$ cat config.mk
export PLATFORM = sky130hd
export DESIGN_NAME = serial_sub9
export DESIGN_NICKNAME = d
export VERILOG_FILES = /design/src/rtl/serial_sub9.sv
export SDC_FILE = /design/constraint.sdc
export NUM_CORES = 1
export LEC_CHECK = 0
export ABC_CLOCK_PERIOD_IN_PS = 1910
export BUFFER_PORTS_ARGS = -buffer_cell sky130_fd_sc_hd__buf_2
export CAP_MARGIN = 15
export CORE_UTILIZATION = 54
export CTS_CLUSTER_DIAMETER = 60
export CTS_CLUSTER_SIZE = 28
export DETAILED_ROUTE_END_ITERATION = 8
export PLACE_DENSITY = 0.78
export SLEW_MARGIN = 10
export SYNTH_ARGS = -nofsm -noshare
export SYNTH_HDL_FRONTEND = slang
export SYNTH_SLANG_ARGS = --single-unit
$ cat constraint.sdc
create_clock -name clk -period 1.91 [get_ports clk]
set_input_delay 0 -clock clk [delete_from_list [all_inputs] [get_ports clk]]
set_output_delay 0 -clock clk [all_outputs]
set_load 0.01 [all_outputs]
$ cat src/rtl/serial_sub9.sv
// Bit-serial two's-complement subtractor: A - B - borrow_in, one bit per clock, LSB first.
// Start/busy/done handshake; results are registered on the edge that enters DONE.
module serial_sub9 #(
    parameter int unsigned WIDTH = 9
) (
    input  logic             clk,
    input  logic             rst,
    input  logic             start,
    input  logic [WIDTH-1:0] a,
    input  logic [WIDTH-1:0] b,
    input  logic             borrow_in,
    output logic             busy,
    output logic             done,
    output logic [WIDTH-1:0] diff,
    output logic             borrow_out,
    output logic             overflow
);

    localparam int unsigned CW = (WIDTH > 1) ? $clog2(WIDTH) : 1;
    localparam logic [CW-1:0] LAST = CW'(WIDTH - 1);

    typedef enum logic [1:0] {
        IDLE  = 2'd0,
        SHIFT = 2'd1,
        DONE  = 2'd2
    } state_t;

    state_t state, state_next;

    logic [WIDTH-1:0] a_sh;
    logic [WIDTH-1:0] b_sh;
    logic [WIDTH-1:0] res;
    logic [CW-1:0]    cnt;
    logic             br;
    logic             a_msb;
    logic             b_msb;
    logic             d;
    logic             br_next;

    // Full-adder cell with B inverted, expressed as difference/borrow.
    always_comb begin
        d       = a_sh[0] ^ b_sh[0] ^ br;
        br_next = (~a_sh[0] & b_sh[0]) | (~(a_sh[0] ^ b_sh[0]) & br);
    end

    always_ff @(posedge clk) begin
        if (rst) begin
            state <= IDLE;
        end else begin
            state <= state_next;
        end
    end

    always_comb begin
        state_next = state;
        case (state)
            IDLE:    if (start) state_next = SHIFT;
            SHIFT:   if (cnt == LAST) state_next = DONE;
            DONE:    state_next = start ? SHIFT : IDLE;
            default: state_next = IDLE;
        endcase
    end

    assign busy = (state == SHIFT);
    assign done = (state == DONE);

    always_ff @(posedge clk) begin
        if (rst) begin
            a_sh       <= '0;
            b_sh       <= '0;
            res        <= '0;
            cnt        <= '0;
            br         <= 1'b0;
            a_msb      <= 1'b0;
            b_msb      <= 1'b0;
            diff       <= '0;
            borrow_out <= 1'b0;
            overflow   <= 1'b0;
        end else begin
            case (state)
                IDLE, DONE: begin
                    if (start) begin
                        a_sh  <= a;
                        b_sh  <= b;
                        br    <= borrow_in;
                        res   <= '0;
                        cnt   <= '0;
                        a_msb <= a[WIDTH-1];
                        b_msb <= b[WIDTH-1];
                    end
                end
                SHIFT: begin
                    a_sh <= a_sh >> 1;
                    b_sh <= b_sh >> 1;
                    res  <= {d, res[WIDTH-1:1]};
                    br   <= br_next;
                    cnt  <= cnt + CW'(1);
                    if (cnt == LAST) begin
                        diff       <= {d, res[WIDTH-1:1]};
                        borrow_out <= br_next;
                        overflow   <= (a_msb != b_msb) & (d != a_msb);
                    end
                end
                default: ;
            endcase
        end
    end

endmodule

=== After elaboration in Yosys (flattened, before gate mapping) ===
Index checks and enable logic that the tools add are counted.

* Flip-flop bits (word level): 47
* Input bits: 22

* Add/subtract/negate cells: 1
* Eq/ne operators: 8
* Multiplexer cells: 14
* Bitwise operators: 8
* Reduce and logical (&&, ||, !) cells: 7

{| class="wikitable"
|+ Operators with widths
! operator !! count
|-
| one-hot mux 9 bit (2 select lines) || 3
|-
| two-way mux 9 bit || 3
|-
| one-hot mux 4 bit (2 select lines) || 1
|-
| AND reduction 2 bit || 4
|-
| one-hot mux 2 bit (3 select lines) || 1
|-
| adder 4 x 1 -> 4 bit, second input constant || 1
|-
| equality test 4 bit, second input constant || 1
|-
| two-way mux 2 bit || 2
|-
| two-way mux 4 bit || 1
|-
| inequality test 2 bit, second input constant || 2
|-
| bitwise AND 1 bit || 3
|-
| equality test 2 x 1 -> 1 bit, second input constant || 1
|-
| equality test 2 bit, second input constant || 1
|-
| logical NOT 2 bit || 1
|-
| two-way mux 1 bit || 2
|-
| inequality test 1 bit || 2
|-
| inequality test 2 x 1 -> 1 bit, second input constant || 1
|-
| inverter 1 bit || 2
|-
| one-hot mux 1 bit (2 select lines) || 1
|-
| nonzero test 2 bit || 1
|-
| OR reduction 2 bit || 1
|-
| bitwise XOR 1 bit || 2
|-
| bitwise OR 1 bit || 1
|}

=== Logic depth before layout (Yosys ltp) ===
* Depth after elaboration: 5
* Gate-level depth with buffers: 7
* Depth with buffers taken out: 5

=== Least setup slack after synthesis ===
Ideal clock, no wire load.

* Kind: reg-to-reg
* Start: reg b_sh[0]
* End: reg overflow
* Library setup time: 0.086 ns
* Data arrival time: 1.283 ns
* Slack: 0.541 ns
* Cell stages (with the launch flop): 6
* Period minus slack after synthesis: 1.369 ns
* Cells stage by stage: dfxtp_1 inv_1 fa_1 nor2b_1 a21oi_1 a211oi_1

* Word-level cells in the longest chain between the ends: 4

{| class="wikitable"
|+ RTL lines
! element !! RTL line !! source
|-
| start: declaration || 31 || <nowiki>logic [WIDTH-1:0] b_sh;</nowiki>
|-
| start signal: assignment || 94 || <nowiki>b_sh <= b_sh >> 1;</nowiki>
|-
| bitwise XOR 1 bit (2 in a row) || 42 || <nowiki>d = a_sh[0] ^ b_sh[0] ^ br;</nowiki>
|-
| via d || 37 || <nowiki>logic d;</nowiki>
|-
| inequality test 1 bit || 101 || <nowiki>overflow <= (a_msb != b_msb) & (d != a_msb);</nowiki>
|-
| bitwise AND 1 bit || 101 ||
|-
| end signal: assignment || 101 ||
|-
| end: declaration || 16 || <nowiki>output logic overflow</nowiki>
|}

The timed path passes the listed nets, and every way through them passes these cells.
A chain may end at the register's enable or synchronous reset.

=== Final worst setup path ===
Ends and elaborated chain as after synthesis.

==> impl_results.md <==
* Number of nets at the end of the flow at 287
* X dimension of the die at between 60 and 70 µm
* Most area-hungry cell type in the Yosys netlist: sky130_fd_sc_hd__dfxtp_1
* Final weighted congestion of routability-driven global placement at between 0.7 and 0.8
* Worst hold margin at 0.0258 ns
* Maximum number of pins on one net before global-route repair at 42
* Cells after Synth at ~220
* Share of final-layout standard cells stronger than drive strength 1 at between 20% and 30%
* Total gr overflow at 0
* Worst path arrival time at roughly 1.8 ns
* Number of design rule violations left after detail routing at 0
* Placeable core area at between 0.003 and 0.004 mm²
* Worst setup path startpoint: b_sh[0]
* Sequence of cells on the critical path: inv_1, fa_1, nor2b_1, a21oi_1, a211oi_1
* Worst reg2reg path startpoint: b_sh[0]
* Distinct cell type count after synthesis at 28
* Category of the worst setup path capture point: register
* Largest fanout on the critical path at 4
* Flop and latch count out of synthesis at 46
* Design Power at 2.01 mW
* Dominant cells by area after synthesis: sky130_fd_sc_hd__dfxtp_1, sky130_fd_sc_hd__nand3_1, sky130_fd_sc_hd__a21oi_1
* Setup violation total in the final timing report at 0
* Mean instance size in the synthesized netlist at between 8 and 9 µm²
* Most common cell after layout, fill and taps aside: sky130_fd_sc_hd__dfxtp_1
* Fraction of the cycle the final worst path needs at between 70 and 80%
* Ant diodes at 0
* CP required at between 2 and 2.5 ns
* Final worst path period need at 1.46 ns
* Worst reg2reg setup slack at about 0.45 ns
* Worst Clk Skew at between 0.01 and 0.015 ns
* CTS clock-pin slew for the worst setup and hold paths at between 0.1 and 0.15 ns
* Reg-to-reg endpoint: overflow
* Count of hold-fix buffers inserted at cts at 19
* Net count after synthesis at 243
* CP peak stage delay at between 0.5 and 0.6 ns
* Total wire length after detailed routing at 4.12 mm
* H-tree lvl count at 2
* Most frequent cells in the layout: sky130_fd_sc_hd__dfxtp_1, sky130_fd_sc_hd__nand3_1, sky130_fd_sc_hd__a21oi_1
* Peak VDD IR at ~0.67 mV
* Detailed-router iteration count before antenna repair at 4
* Antenna violations before repair at 0
* Capture point of the worst path: overflow
* Number of warnings printed during yosys synthesis at 0
* Number of clock sinks at between 40 and 50
* Setup bufs post-CTS at 0
* Ports at 35
* Overall fraction of global-route tracks in use at approximately a quarter
* Number of core rows at 21
* Total Die Area at approximately 0.0038 mm²
* Post-route ant nets at 0
* Core Util, Final at a little over two thirds
* Critical-path top delay cell: sky130_fd_sc_hd__fa_1
* Endpoints failing hold at 0
* Drt via density at roughly 5.6
* Synth Cell Area at 0.00193 mm²
* Classification of the worst-slack hold path: in2reg
* Depth of the most critical reg-to-reg path at 5
* Overall via count from detail_route at between 1500 and 2000
* Quantity of gates resized following cts at 0
* Max Cap Viol at 0
* Number of filler cells placed in the layout at around 280
* Power Dens Cells at about 850 mW/mm²
* Clock latency at the later pin of the worst-skew pair at between 0.3 and 0.4 ns
* Crit path launch type: register
* Average detailed-routed wire length per instance at between 10 and 15 µm
* Setup repair after global routing missed its margin: no
* Register Area at about 920 µm²
* Worst Path Class, Setup: reg2reg
* Timing-limited maximum frequency at a little under 700 MHz
* Outcome: completed
* First-pass GRT wire length at about 6.6 mm
* Initial detailed-routing violation count at approximately 110
* Leakage Power at 0.890 nW
* Clock buffers created by TritonCTS at 5
* Input/output buffers at 34
* Sequential fraction of the synthesis area at between 40% and 50%
* Height of the die at between 60 and 70 µm
* Clock root buffer master: sky130_fd_sc_hd__clkbuf_4
* Pins over their slew limit at 0
* Clock Path Buffers at 2
* Area taken by multi-input logic gates at between 800 and 900 µm²
* Portion of synthesized cell area occupied by the leading cell type at between 40% and 50%
* Transition time at the pin with the least slew margin at around 0.40 ns
* Setup TNS at 0 ns
* Number of global-route vias before repair at 1478
* Initial Util at 56.8%
* Max_slew headroom at between 70% and 80%
* Area growth from synthesis to final layout at 22.6%
* Final HPWL DP at between 2 and 2.5 mm
* TritonCTS clock tree: built
[registers in the layout, summed over array words and instances (netlist names)]
| name | count |
|---|---|
| overflow | 1 |
| a_msb | 1 |
| state | 2 |
| b_sh | 9 |
| diff | 9 |
| b_msb | 1 |
| borrow_out | 1 |
| br | 1 |
| res | 8 |
| cnt | 4 |
| a_sh | 9 |
[per-stage QoR]
| step | cells | worst slack, ns | area [µm²] |
|---|---|---|---|
| 2_1_floorplan | 218 | 0.541 | 1930 |
| 3_3_place_gp | 282 | 0.517 | 2060 |
| 3_5_place_dp | 282 | 0.471 | 2060 |
| 4_1_cts | 309 | 0.448 | 2360 |
| 5_1_grt | 309 | 0.325 | 2360 |
| 6_report | 309 | 0.453 | 2360 |
[power by group]
| group | internal (mW) | switching (mW) | leakage, nW |
|---|---|---|---|
| registers | 0.996 | 0.0224 | 0.374 |
| clock network | 0.443 | 0.310 | 0.0585 |
| logic | 0.0986 | 0.138 | 0.457 |
[cell usage after synthesis]
cell type / instances
sky130_fd_sc_hd__nand3_1: 39
sky130_fd_sc_hd__nor2_1: 3
sky130_fd_sc_hd__mux2_4: 1
sky130_fd_sc_hd__and3b_1: 1
sky130_fd_sc_hd__a21oi_2: 8
sky130_fd_sc_hd__fa_1: 1
sky130_fd_sc_hd__dfxtp_1: 46
sky130_fd_sc_hd__nand2b_1: 2
sky130_fd_sc_hd__nor3_1: 1
sky130_fd_sc_hd__buf_6: 2
sky130_fd_sc_hd__nand4_1: 1
sky130_fd_sc_hd__o21ai_0: 9
sky130_fd_sc_hd__a211oi_1: 2
sky130_fd_sc_hd__or2_2: 1
sky130_fd_sc_hd__nor2b_1: 3
sky130_fd_sc_hd__a22oi_1: 16
sky130_fd_sc_hd__buf_4: 3
sky130_fd_sc_hd__nand2_1: 14
sky130_fd_sc_hd__clkinv_4: 1
sky130_fd_sc_hd__buf_8: 1
sky130_fd_sc_hd__a21oi_1: 37
sky130_fd_sc_hd__a2bb2oi_1: 1
sky130_fd_sc_hd__nand3b_1: 2
sky130_fd_sc_hd__ha_1: 2
sky130_fd_sc_hd__buf_2: 12
sky130_fd_sc_hd__nor3b_1: 2
sky130_fd_sc_hd__clkbuf_1: 3
sky130_fd_sc_hd__inv_1: 4
[cell type report]
type | count | area share, %
flip-flops and latches | 46 | 39.0
well taps | 46 | 2.44
repair buffers | 58 | 16.8
multi-input cells | 146 | 36.0
clock inverters | 2 | 2.54
inverters | 5 | 1.01
clock buffers | 6 | 2.17
[worst min path at each step]
stage	start	end	slack, ns	cells after the start
after global routing	rst	res[2]	0.02	2
final	rst	res[5]	0.03	2
after global placement	borrow_in	br	0.27	3
after detailed placement	borrow_in	br	0.28	3
after CTS	rst	res[2]	0.01	2
after floorplan	a[8]	a_msb	0.16	2
[critical path, delay by kind of cell (launching register included)]
kind	cells	cell delay, ns
AND/OR/NAND/NOR	1	0.14
buffers and inverters	1	0.05
flip-flops	1	0.35
AO/OA/AOI/OAI	2	0.28
adder cells (fa/ha/maj)	1	0.56
[per-layer routing]
layer  vias to the layer above  GRT usage (%)  wire length [µm]
met1                       814           31.0              1870
met4                         0           8.89                55
met5                         -              0                 0
met2                        50           37.3              2000
met3                         7           7.04               206
li1                        861              -                 -
[kinds of logic (layout without fill, tap and decap cells)]
logic type      count (synthesis)  in the layout  share of synthesized area, %
compound gates                 73             73                          23.1
buf+inv                        26             71                          8.05
flops                          46             46                          47.8
mux                             1              1                         0.779
fa+ha+maj                       3              3                          2.34
simple gates                   69             69                          18.0
No activity file was read; power rests on OpenSTA's default activity.
